==> config.mk <==
export PLATFORM = sky130hd
export DESIGN_NAME = seg7_capture_decoder
export DESIGN_NICKNAME = d
export VERILOG_FILES = /design/src/rtl/seg7_capture_decoder.sv
export SDC_FILE = /design/constraint.sdc
export NUM_CORES = 1
export LEC_CHECK = 0
export ABC_AREA = 0
export CORE_MARGIN = 2
export CORE_UTILIZATION = 30
export CTS_BUF_LIST = sky130_fd_sc_hd__clkbuf_8
export CTS_CLUSTER_SIZE = 30
export DETAILED_ROUTE_END_ITERATION = 8
export HOLD_SLACK_MARGIN = 0.1
export PLACE_DENSITY = 0.61
export SYNTH_ARGS = -nofsm -noshare
export SYNTH_HDL_FRONTEND = slang
export SYNTH_SLANG_ARGS = --single-unit
export TNS_END_PERCENT = 100
==> constraint.sdc <==
create_clock -name CLOCK_50 -period 3.05 [get_ports CLOCK_50]
set_input_delay 0.61 -clock CLOCK_50 [delete_from_list [all_inputs] [get_ports CLOCK_50]]
set_output_delay 0.61 -clock CLOCK_50 [all_outputs]
set_load 0.02 [all_outputs]
==> src/rtl/seg7_capture_decoder.sv <==
// Passive reader for an active-low multiplexed 7-segment bus. It waits until a digit pattern
// is stable, decodes it to a hex nibble plus dot, and stores the result in that digit's slot.
module seg7_capture_decoder #(
  parameter int NUM_DIGITS    = 4,
  parameter int STABLE_CYCLES = 4,
  parameter int CNT_W         = 8
) (
  input  logic                    CLOCK_50,
  input  logic                    RST,
  input  logic [7:0]              SEG,
  input  logic [NUM_DIGITS-1:0]   DIG_EN,
  input  logic                    CLR_ERR,
  output logic [4*NUM_DIGITS-1:0] HEX_VAL,
  output logic [NUM_DIGITS-1:0]   DOT,
  output logic [NUM_DIGITS-1:0]   DIG_VALID,
  output logic                    UPDATE,
  output logic [7:0]              UPD_IDX,
  output logic                    ERR
);

  typedef enum logic [1:0] {IDLE, TRACK, HELD} state_t;

  localparam logic [CNT_W-1:0] STABLE_N = CNT_W'(STABLE_CYCLES);
  localparam logic [6:0]       BLANK    = 7'h7F;

  state_t                  state;
  logic [7:0]              s_seg;
  logic [NUM_DIGITS-1:0]   s_en;
  logic [7:0]              ref_seg;
  logic [7:0]              ref_idx;
  logic [CNT_W-1:0]        cnt;

  logic                    s_sel;
  logic [7:0]              s_idx;
  logic                    s_match;
  logic [CNT_W-1:0]        cnt_nxt;
  logic                    do_commit;
  logic [4:0]              dec;

  // Returns {legal, nibble}; segment bits are active-low g..a.
  function automatic logic [4:0] decode(input logic [6:0] code);
    case (code)
      7'h40:   decode = {1'b1, 4'h0};
      7'h79:   decode = {1'b1, 4'h1};
      7'h24:   decode = {1'b1, 4'h2};
      7'h30:   decode = {1'b1, 4'h3};
      7'h19:   decode = {1'b1, 4'h4};
      7'h12:   decode = {1'b1, 4'h5};
      7'h02:   decode = {1'b1, 4'h6};
      7'h78:   decode = {1'b1, 4'h7};
      7'h00:   decode = {1'b1, 4'h8};
      7'h18:   decode = {1'b1, 4'h9};
      7'h08:   decode = {1'b1, 4'hA};
      7'h03:   decode = {1'b1, 4'hB};
      7'h46:   decode = {1'b1, 4'hC};
      7'h21:   decode = {1'b1, 4'hD};
      7'h06:   decode = {1'b1, 4'hE};
      7'h0E:   decode = {1'b1, 4'hF};
      default: decode = 5'h00;
    endcase
  endfunction

  always_comb begin
    // NOTE: give every always_comb output a default first so no path leaves it unassigned (latch).
    s_idx = '0;
    for (int i = 0; i < NUM_DIGITS; i++)
      if (!s_en[i]) s_idx = 8'(i);
  end

  assign s_sel   = $onehot(~s_en);
  assign s_match = s_sel && (s_idx == ref_idx) && (s_seg == ref_seg);
  assign cnt_nxt = cnt + CNT_W'(1);
  assign dec     = decode(s_seg[6:0]);

  // A commit always uses the current sample: in TRACK it equals ref, in IDLE ref is not loaded yet.
  always_comb begin
    do_commit = 1'b0;
    case (state)
      IDLE:    do_commit = s_sel && (STABLE_CYCLES == 1);
      TRACK:   do_commit = s_match && (cnt_nxt >= STABLE_N);
      default: do_commit = 1'b0;
    endcase
  end

  // The enable sample idles at all-disabled so a single-digit build never sees a phantom select.
  always_ff @(posedge CLOCK_50 or posedge RST) begin
    if (RST) begin
      s_seg <= '0;
      s_en  <= '1;
    end else begin
      // NOTE: sequential state uses <= so every register samples pre-edge values.
      s_seg <= SEG;
      s_en  <= DIG_EN;
    end
  end

  always_ff @(posedge CLOCK_50 or posedge RST) begin
    if (RST) begin
      state     <= IDLE;
      cnt       <= '0;
      ref_seg   <= '0;
      ref_idx   <= '0;
      HEX_VAL   <= '0;
      DOT       <= '0;
      DIG_VALID <= '0;
      UPDATE    <= 1'b0;
      UPD_IDX   <= '0;
      ERR       <= 1'b0;
    end else begin
      UPDATE <= do_commit;

      case (state)
        IDLE: begin
          if (s_sel) begin
            ref_seg <= s_seg;
            ref_idx <= s_idx;
            cnt     <= CNT_W'(1);
            state   <= (STABLE_CYCLES == 1) ? HELD : TRACK;
          end
        end
        default: begin
          if (s_match) begin
            if (state == TRACK) begin
              cnt <= cnt_nxt;
              if (cnt_nxt >= STABLE_N) state <= HELD;
            end
          end else if (s_sel) begin
            // A new pattern or a new digit restarts the episode without committing.
            ref_seg <= s_seg;
            ref_idx <= s_idx;
            cnt     <= CNT_W'(1);
            state   <= TRACK;
          end else begin
            state <= IDLE;
          end
        end
      endcase

      if (do_commit) UPD_IDX <= s_idx;

      for (int i = 0; i < NUM_DIGITS; i++) begin
        if (do_commit && (s_idx == 8'(i))) begin
          DOT[i]       <= ~s_seg[7];
          DIG_VALID[i] <= dec[4];
          if (dec[4]) HEX_VAL[4*i +: 4] <= dec[3:0];
        end
      end

      // An illegal commit beats a simultaneous clear; blank does not touch ERR.
      if (do_commit && !dec[4] && (s_seg[6:0] != BLANK)) ERR <= 1'b1;
      else if (CLR_ERR)                                  ERR <= 1'b0;
    end
  end

endmodule

# Yosys cells after proc, flatten, opt, wreduce, memory -nomap -nowiden
# Cells that the tools add are included.
totals:
  ff_bits: 72
  inputBits: 15
  out_inout_bits: 34
op_classes:
  addsub: 4
  magnitude_cmp: 1
  n_eq_ne: 27
  mux: 23
  bitwise_logic: 2
  n_reduce_logical: 19
op_table:
  columns: ["op", "count"]
  rows:
  - ["two-way mux 8 bit", 12]
  - ["case mux 5 bit (16 select lines)", 1]
  - ["== test 7 bit (second input constant)", 4]
  - ["== test 7 x 5 -> 1 bit (second input constant)", 3]
  - ["== test 7 x 6 -> 1 bit (second input constant)", 3]
  - ["== test 8 x 2 -> 1 bit (second input constant)", 2]
  - ["== test 8 bit", 2]
  - ["== test 7 x 2 -> 1 bit (second input constant)", 2]
  - ["== test 7 x 4 -> 1 bit (second input constant)", 2]
  - ["two-way mux 2 bit", 5]
  - ["logical AND 1 bit", 9]
  - ["adder 8 x 1 -> 8 bit (second input constant)", 1]
  - ["== test 8 x 1 -> 1 bit (second input constant)", 1]
  - [">= comparator 8 x 3 -> 1 bit (second input constant)", 1]
  - ["logical NOT 8 bit", 1]
  - ["AND reduction 2 bit", 4]
  - ["== test 7 x 3 -> 1 bit (second input constant)", 1]
  - ["logical NOT 7 bit", 1]
  - ["inequality test 7 bit (second input constant)", 1]
  - ["inequality test 3 x 1 -> 1 bit (second input constant)", 2]
  - ["two-way mux 1 bit", 5]
  - ["adder 1 x 1 -> 2 bit", 2]
  - ["inverter 4 bit", 1]
  - ["adder 2 x 2 -> 3 bit", 1]
  - ["9 further kinds", 9]

# Logic depth before layout (Yosys ltp)
# Gate-level depths: netlist of run 1.
logic_depth:
  ltp_word: 11
  mapped_depth: 11

# Worst setup path after synthesis of run 1
# Ideal clock, no wire load.
synth_timing:
  path_type: "register -> register"
  startpoint: "register s_en[1]"
  endpoint: "register DIG_VALID[2]"
  arrival_time_ns: 3.207
  t_required_ns: 2.922
  path_slack_ns: -0.285
  stages_incl_launch_ff: 12
  path_buffers: 1
  synth_period_minus_slack_ns: 3.335
  path_cell_list: "dfstp_2 fa_1 inv_1 ha_1 ha_1 or3b_1 nor3_1 o2111ai_1 or2_0 clkbuf_1 nor3_2 mux2_1"
synth_via:
  elab_chain_cells: 9
  word_cells_on_any_way: 14
  classes_between: "add/sub: 2; eq/ne: 3; mux: 4; bitwise: 1; reduce/logical: 4"
synth_lines:
  columns: ["element", "line", "text"]
  rows:
  - ["start: declaration", "28", "logic [NUM_DIGITS-1:0] s_en;"]
  - ["start signal: assignment", "89", "s_en <= '1;"]
  - ["start signal: assignment", "93", "s_en <= DIG_EN;"]
  - ["inverter 4 bit / two-way mux 1 bit (equally long branches)", "70, 67", null]
  - ["adder 1 x 1 -> 2 bit (implied by the code) / two-way mux 8 bit (equally long branches)", "70, 67", null]
  - ["adder 2 x 2 -> 3 bit (implied by the code) / two-way mux 8 bit (equally long branches)", "70, 67", null]
  - ["== test 3 x 1 -> 1 bit / == test 8 bit (equally long branches)", "70, 71", null]
  - ["logical AND 1 bit (2 in series)", "71", "assign s_match = s_sel && (s_idx == ref_idx) && (s_seg == ref_seg);"]
  - ["logical AND 1 bit", "80", "TRACK: do_commit = s_match && (cnt_nxt >= STABLE_N);"]
  - ["two-way mux 1 bit", "78", "case (state)"]
  - ["logical AND 1 bit *", "142", "if (do_commit && (s_idx == 8'(i))) begin"]
  - ["end signal: indexed assignment", "144", "DIG_VALID[i] <= dec[4];"]
  - ["end: declaration", "15", "output logic [NUM_DIGITS-1:0] DIG_VALID,"]
# Every way passes the cells marked *; elsewhere a longest branch is shown, timed or not.
# A chain may end at the register's enable or synchronous reset.

# Worst setup path after layout of run 1
layout_timing:
  startpoint: "register s_en[3]"
  endpoint: "register HEX_VAL[12]"
layout_via:
  elab_chain_cells: 10
  word_cells_on_any_way: 13
  classes_between: "add/sub: 2; eq/ne: 3; mux: 2; bitwise: 1; reduce/logical: 5"
layout_lines:
  columns: ["element", "line", "text"]
  rows:
  - ["inverter 4 bit", "70", "assign s_sel = $onehot(~s_en);"]
  - ["adder 1 x 1 -> 2 bit (implied by the code)", "70", null]
  - ["adder 2 x 2 -> 3 bit (implied by the code)", "70", null]
  - ["== test 3 x 1 -> 1 bit", "70", null]
  - ["logical AND 1 bit (2 in series)", "71", null]
  - ["logical AND 1 bit", "80", null]
  - ["two-way mux 1 bit", "78", null]
  - ["logical AND 1 bit *", "142", null]
  - ["AND reduction 2 bit (no line) *", null, null]
  - ["end signal: indexed assignment", "145", "if (dec[4]) HEX_VAL[4*i +: 4] <= dec[3:0];"]
  - ["end: declaration", "13", "output logic [4*NUM_DIGITS-1:0] HEX_VAL,"]
# Marked as above.

==> results of run 1 <==
==> through the flow <==
stage	utilization, %	power, W
after floorplan	-	0.00118
after global placement	38.2	0.00126
after detailed placement	38.2	0.00127
after CTS	41.0	0.00196
after global routing	41.7	0.00204
final	41.7	0.00194
==> routing by layer <==
| layer | global-route usage, % | part of all wire, % |
|---|---|---|
| met1 | 19.6 | 50 |
| met2 | 20.7 | 44 |
| met3 | 3.37 | 3.9 |
| met4 | 5.45 | 2.4 |
| met5 | 0 | 0 |
==> where the power goes <==
| part | switching (W) | total, W | internal [W] |
|---|---|---|---|
| Sequential | 0.0000566 | 0.000925 | 0.000868 |
| Combinational | 0.000191 | 0.000365 | 0.000174 |
| Clock | 0.000298 | 0.000647 | 0.000349 |
| Total | 0.000546 | 0.00194 | 0.00139 |
==> layout by cell type, fill, tap and decap left out, types with 3 or more instances in the layout <==
cell / n
clkbuf_8: 12
o31ai_2: 3
nand3_1: 6
a211oi_1: 4
o21ai_0: 12
nand2b_1: 4
a2111oi_4: 3
mux2i_1: 3
nor3_1: 5
o2bb2ai_2: 4
xor2_1: 10
inv_1: 16
and3_1: 4
dfstp_2: 4
mux2_4: 10
o21ai_1: 3
conb_1: 6
mux2_2: 13
nor4_1: 6
clkdlybuf4s50_1: 42
nor2_1: 6
xnor2_1: 3
o31ai_1: 3
dfrtp_1: 56
nor2_2: 3
and2_1: 3
buf_6: 6
nand2_1: 16
a21oi_1: 5
buf_4: 25
==> what timing repair did <==
item / 4_1_cts / 5_1_grt
hold endpoints to repair: 0 / 0
hold buffers: 0 / 0
buffers inserted: 5 / 3
pin swaps: 4 / 7
gates cloned: 1 / 0
endpoints found under the setup margin: 29 / 39
resized for setup: 23 / 17
==> final timing paths <==
kind / start / to / slack [ps]
setup / recovery: s_en[3]$_DFF_PP1_ / HEX_VAL[12]$_DFFE_PP0P_ / -110
min in group asynchronous: RST / DIG_VALID[1]$_DFFE_PP0P_ / 580
hold reg to reg: DOT[1]$_DFFE_PP0P_ / DOT[1]$_DFFE_PP0P_ / 480
max in group asynchronous: RST / s_en[3]$_DFF_PP1_ / 1790
setup reg to reg: s_en[3]$_DFF_PP1_ / HEX_VAL[12]$_DFFE_PP0P_ / -110
hold / removal: DOT[1]$_DFFE_PP0P_ / DOT[1]$_DFFE_PP0P_ / 480
==> cell families (layout without fill, tap and decap cells) <==
family	count (synthesis)	count (layout)	synth area share [%]
buf+inv	35	105	5.41
compound gates	64	64	16.6
mux	27	27	10.0
other cells	1	6	0.119
flops	60	60	47.9
xor+xnor	13	13	3.62
fa+ha+maj	4	4	1.83
simple gates	78	78	14.4
==> flip-flops by register name, indices dropped and copies added, names as in the netlist, 2 cells and up <==
signal and flops:
s_en 4, HEX_VAL 16, UPD_IDX 2, state 2, s_seg 8, DIG_VALID 4, DOT 4, ref_idx 2
ref_seg 8, cnt 8
==> worst max-delay path, delay by kind of cell, from the launching register on <==
kind | cells | cell delay (ps)
adders and majority gates | 3 | 790
AOI/OAI and AO/OA | 3 | 720
DFF | 1 | 540
and+or+nand+nor | 1 | 400
muxes | 1 | 340
buffers and inverters | 2 | 260
==> layout make-up <==
cell class	instances	area, um2
timing repair buffer	74	696
fill	968	5970
inverter	17	63.8
tap	136	170
multi-input combinational	192	1650
clock buffer	12	165
sequential	60	1510
clock inverter	2	10.0
==> impl_metrics.env, run 1 <==
export IMPL_route_detailed_drc=0
export IMPL_antenna_cells=0
export IMPL_area_delta_synth_final_pct=35.7
export IMPL_rsz0062_at_grt="true"
export IMPL_synth_area_leaders="dfrtp_1 45%, mux2_2 5.7%, dfstp_2 3.3%"
export IMPL_criticalPathCategory="register to register"
export IMPL_max_slew_worst_pin_slew_ps=788
export IMPL_synth_cell_types=66
export IMPL_synth_edf_count=0
export IMPL_synth_most_common_cell="dfrtp_1"
export IMPL_post_place_ws_ps=-159
export IMPL_grt_first_pass_wirelength_um=12300
export IMPL_path_cells="fa_1 > inv_1 > ha_2 > ha_4 > or3b_4 > a211oi_4 > o2111ai_4 > buf_6 > a2111oi_4 > mux2_4"
export IMPL_rows=37
export IMPL_finalCritPeriodShare_pct=103
export IMPL_dieArea_mm2=0.0113
export IMPL_die_w_um=106
export IMPL_layout_nets=373
export IMPL_cts_root_buf="clkbuf_8"
export IMPL_ios=49
export IMPL_synth_warnings=0
export IMPL_fin_skew_ps=5.40
export IMPL_routabilityCongestion=0.858
export IMPL_antenna_found_initial=0
export IMPL_yosys_area_top_type="dfrtp_1"
export IMPL_grt_pass1_vias=2363
export IMPL_slew_limit_headroom_pct=46.9
export IMPL_clockBufferDepth=2
export IMPL_wl_um=7360
export IMPL_setup_ws_ps=-107
export IMPL_core_area_mm2=0.0102
export IMPL_hp_class="register to register"
export IMPL_routedWlPerCell_um=14.9
export IMPL_ctsHtreeMaxLevel=3
export IMPL_holdWs_ps=479
export IMPL_syn_area_mm2=0.00314
export IMPL_io_buffers=42
export IMPL_drt_pass1_iterations=4
export IMPL_layout_drive_gt1_share_pct=30.8
export IMPL_ys_flop_type="dfrtp_1"
export IMPL_clock_latency_ps=340
export IMPL_dp_hpwl_um=5320
export IMPL_ant_nets=0
export IMPL_async_reset_ff_share_pct=100
export IMPL_synth_area_per_cell_um2=11.1
export IMPL_grt_total_usage_pct=14.0
export IMPL_syn_inst=282
export IMPL_path_clk_slew_ps=60
export IMPL_initial_core_util_pct=30.7
export IMPL_viasPerCell=4.85
export IMPL_ys_ff_latch=60
export IMPL_grt_start_max_net_pins=25
export IMPL_min_period_ps=3160
export IMPL_postLayoutCellArea_mm2=0.00427
export IMPL_dieHeight_um=106
export IMPL_vias=2391
export IMPL_placed_cell_area_mm2=0.00391
export IMPL_drt_iter0_markers=100
export IMPL_grt_ovfl_total=0
export IMPL_startpoint_type="register"
export IMPL_synth_top_area_share_pct=44.6
export IMPL_p_leak_nw=1.78
export IMPL_status="finished with violations"
export IMPL_seq_area_frac_synth_pct=47.9
export IMPL_yosys_top_cells_count="56 x dfrtp_1, 17 x inv_1, 17 x nand2_1, 17 x o21ai_0, 16 x mux2_2"
export IMPL_irDropWorstVdd_mv=0.155
export IMPL_violations="negative setup slack"
export IMPL_setup_tns_ps=-995
export IMPL_cts_sinks=60
export IMPL_cts_tree="yes"
export IMPL_setup_viol=22
export IMPL_cts_buffers_inserted=9
export IMPL_worstRegToRegCells=10
export IMPL_maxCapViolCount=0
export IMPL_slowest_delay_ps=540
export IMPL_slew_viol_final=0
export IMPL_crit_slowest_cell="dfstp_2"
export IMPL_fin_cells=493
export IMPL_p_per_area_mw_per_mm2=454
export IMPL_hold_depth=2
export IMPL_crit_fanout=3
export IMPL_critPathRequiredTime_ps=3280
export IMPL_max_freq_mhz=317
export IMPL_hold_violations=0
export IMPL_cp_arrival_ps=3390
export IMPL_cp_end_kind="register"
export IMPL_place_inst=473
Power figures use the tool's default switching activity.
==> run 2, diff against run 1 <==
--- a/config.mk
+++ b/config.mk
@@ -9,7 +9,6 @@
 export CORE_MARGIN = 2
 export CORE_UTILIZATION = 30
 export CTS_BUF_LIST = sky130_fd_sc_hd__clkbuf_8
-export CTS_CLUSTER_SIZE = 30
 export DETAILED_ROUTE_END_ITERATION = 8
 export HOLD_SLACK_MARGIN = 0.1
 export PLACE_DENSITY = 0.61
==> results of run 2 <==
The final DEF is identical to that of run 1; final timing and power are the same.
==> run 3, diff against run 2 <==
--- a/config.mk
+++ b/config.mk
@@ -6,12 +6,14 @@
 export NUM_CORES = 1
 export LEC_CHECK = 0
 export ABC_AREA = 0
+export CELL_PAD_IN_SITES_DETAIL_PLACEMENT = 1
+export CELL_PAD_IN_SITES_GLOBAL_PLACEMENT = 2
 export CORE_MARGIN = 2
 export CORE_UTILIZATION = 30
 export CTS_BUF_LIST = sky130_fd_sc_hd__clkbuf_8
 export DETAILED_ROUTE_END_ITERATION = 8
 export HOLD_SLACK_MARGIN = 0.1
-export PLACE_DENSITY = 0.61
+export PLACE_DENSITY = 0.82
 export SYNTH_ARGS = -nofsm -noshare
 export SYNTH_HDL_FRONTEND = slang
 export SYNTH_SLANG_ARGS = --single-unit
==> run 3 against run 2 <==
Net effect:
- the run still ends with negative setup slack left
- via count up 5.1%
- sequential power about the same
- design area up 2.6%
- setup slack worse by 92 ps
- first-iteration DRC count down 30%
- global-route usage up 2.0 points
- combinational power up 9.3%
- register-to-register slack worse by 90 ps
- die area unchanged
- critical path type unchanged
- critical endpoint is now ref_seg[5]$_DFFE_PP0P_
- largest cell class unchanged
- highest routed layer unchanged
==> impl_metrics.env, run 3 (synthesized netlist as in run 1, its figures left out) <==
export IMPL_cp_end_kind="register"
export IMPL_cp_arrival_ps=3480
export IMPL_largest_reg_flops=16
export IMPL_p_per_area_mw_per_mm2=453
export IMPL_viasPerCell=5.02
export IMPL_layout_nets=379
export IMPL_status="finished with violations"
export IMPL_cts_sinks=60
export IMPL_initial_core_util_pct=30.7
export IMPL_min_period_ps=3250
export IMPL_violations="negative setup slack"
export IMPL_core_area_mm2=0.0102
export IMPL_cts_buffers_inserted=9
export IMPL_cts_tree="yes"
export IMPL_path_clk_slew_ps=70
export IMPL_crit_fanout=5
export IMPL_fin_skew_ps=13.7
export IMPL_dp_hpwl_um=6230
export IMPL_vias=2514
export IMPL_critPathRequiredTime_ps=3280
export IMPL_layout_drive_gt1_share_pct=31.5
export IMPL_hold_violations=0
export IMPL_slew_limit_headroom_pct=33.0
export IMPL_finalCritPeriodShare_pct=107
export IMPL_ios=49
export IMPL_clock_latency_ps=360
export IMPL_ant_nets=0
export IMPL_dieArea_mm2=0.0113
export IMPL_route_detailed_drc=0
export IMPL_crit_start="s_en[3]$_DFF_PP1_"
export IMPL_max_freq_mhz=308
export IMPL_postCtsHoldBufs=0
export IMPL_antenna_found_initial=0
export IMPL_criticalPathCategory="register to register"
export IMPL_worstReg2RegEnd="ref_seg[5]$_DFFE_PP0P_"
export IMPL_irDropWorstVdd_mv=0.217
export IMPL_dieHeight_um=106
export IMPL_area_delta_synth_final_pct=39.3
export IMPL_drt_iter0_markers=70
export IMPL_reg2reg_from="s_en[3]$_DFF_PP1_"
export IMPL_drt_pass1_iterations=4
export IMPL_rrSetupSlack_ps=-200
export IMPL_grt_ovfl_total=0
export IMPL_place_inst=475
export IMPL_wl_um=8830
export IMPL_grt_first_pass_wirelength_um=13900
export IMPL_max_slew_worst_pin_slew_ps=995
export IMPL_hold_depth=1
export IMPL_grt_start_max_net_pins=33
export IMPL_routedWlPerCell_um=17.6
export IMPL_setup_viol=44
export IMPL_layout_common_cells="56 x dfrtp_1, 42 x clkdlybuf4s50_1, 28 x buf_4"
export IMPL_grt_pass1_vias=2684
export IMPL_worstRegToRegCells=12
export IMPL_p_leak_nw=1.82
export IMPL_hp_class="register to register"
export IMPL_setup_ws_ps=-199
export IMPL_final_common_cell="dfrtp_1"
export IMPL_startpoint_type="register"
export IMPL_rsz0062_at_grt="true"
export IMPL_worstSetupEndpoint="ref_seg[5]$_DFFE_PP0P_"
export IMPL_routabilityCongestion=0.806
export IMPL_io_buffers=42
export IMPL_die_w_um=106
export IMPL_antenna_cells=0
export IMPL_maxCapViolCount=0
export IMPL_slew_viol_final=0
export IMPL_ctsHtreeMaxLevel=3
export IMPL_regMostFlops="HEX_VAL"
export IMPL_fill_cells=1089
export IMPL_grt_total_usage_pct=16.0
export IMPL_fin_cells=501
export IMPL_cts_root_buf="clkbuf_8"
export IMPL_clockBufferDepth=2
export IMPL_setup_tns_ps=-4640
export IMPL_holdWs_ps=491
export IMPL_rows=37
## run 3: cell count changes in the layout (fill, tap and decap cells not counted), sizes merged
| cell | change |
|---|---|
| inv | +1 |
| buf | +6 |
| clkinvlp | +2 |
| clkbuf | -1 |
## run 3: worst max-delay path, cell delays in order (launching register included)
cell and delay (ps):
dfstp_2 550, fa_1 420, inv_1 80, ha_2 190
ha_4 200, or3b_4 390, buf_4 150, nor3_4 110
o2111ai_2 180, buf_6 190, o21ai_4 180, buf_6 160
mux2_2 330
## run 3: metrics by stage
step | cell area [um2] | setup slack (ps) | utilization [%] | power (W)
after floorplan | 3230 | -92.4 | - | 0.00118
after global placement | 3920 | -152 | 38.3 | 0.00127
after detailed placement | 3920 | -177 | 38.3 | 0.00129
after CTS | 4200 | -138 | 41.1 | 0.00198
after global routing | 4380 | -308 | 42.8 | 0.00208
final | 4380 | -199 | 42.8 | 0.00198
## run 3: layout make-up
class / count / area, um2 / share of cell area [%]
inverter: 17 / 63.8 / 1.46
timing repair buffer: 80 / 752 / 17.2
clock inverter: 5 / 28.8 / 0.657
sequential: 60 / 1510 / 34.4
multi-input combinational: 192 / 1710 / 39.0
clock buffer: 11 / 151 / 3.46
tap: 136 / 170 / 3.89
## run 3: per-layer routing
layer  global-route usage [%]  part of all wire (%)  up-vias
li1                         -                     -     1167
met1                     20.0                    43     1313
met2                     26.9                    53       26
met3                     4.66                   2.8        8
met4                     4.23                   1.0        0
met5                        0                     0        -
## run 3: what timing repair did
action / CTS / global route
resized for setup: 19 / 38
pin swaps: 6 / 8
cloned: 1 / 0
buffers inserted: 6 / 5
endpoints found under the setup margin: 36 / 45
## run 3: report_power, final
part           internal (W)  leakage, nW  switching (W)
Clock              0.000333       0.0925       0.000326
Sequential         0.000868        0.777      0.0000570
Combinational      0.000184        0.955       0.000215
## run 3: how the worst min path moves through the flow
stage	start	to	slack, ps
detailed placement	HEX_VAL[2]$_DFFE_PP0P_	HEX_VAL[2]$_DFFE_PP0P_	480
global placement	DIG_VALID[1]$_DFFE_PP0P_	DIG_VALID[1]$_DFFE_PP0P_	470
CTS	HEX_VAL[2]$_DFFE_PP0P_	HEX_VAL[2]$_DFFE_PP0P_	500
floorplan	ref_seg[3]$_DFFE_PP0P_	ref_seg[3]$_DFFE_PP0P_	470
global route	HEX_VAL[2]$_DFFE_PP0P_	HEX_VAL[2]$_DFFE_PP0P_	520
finish	DIG_VALID[1]$_DFFE_PP0P_	DIG_VALID[1]$_DFFE_PP0P_	490
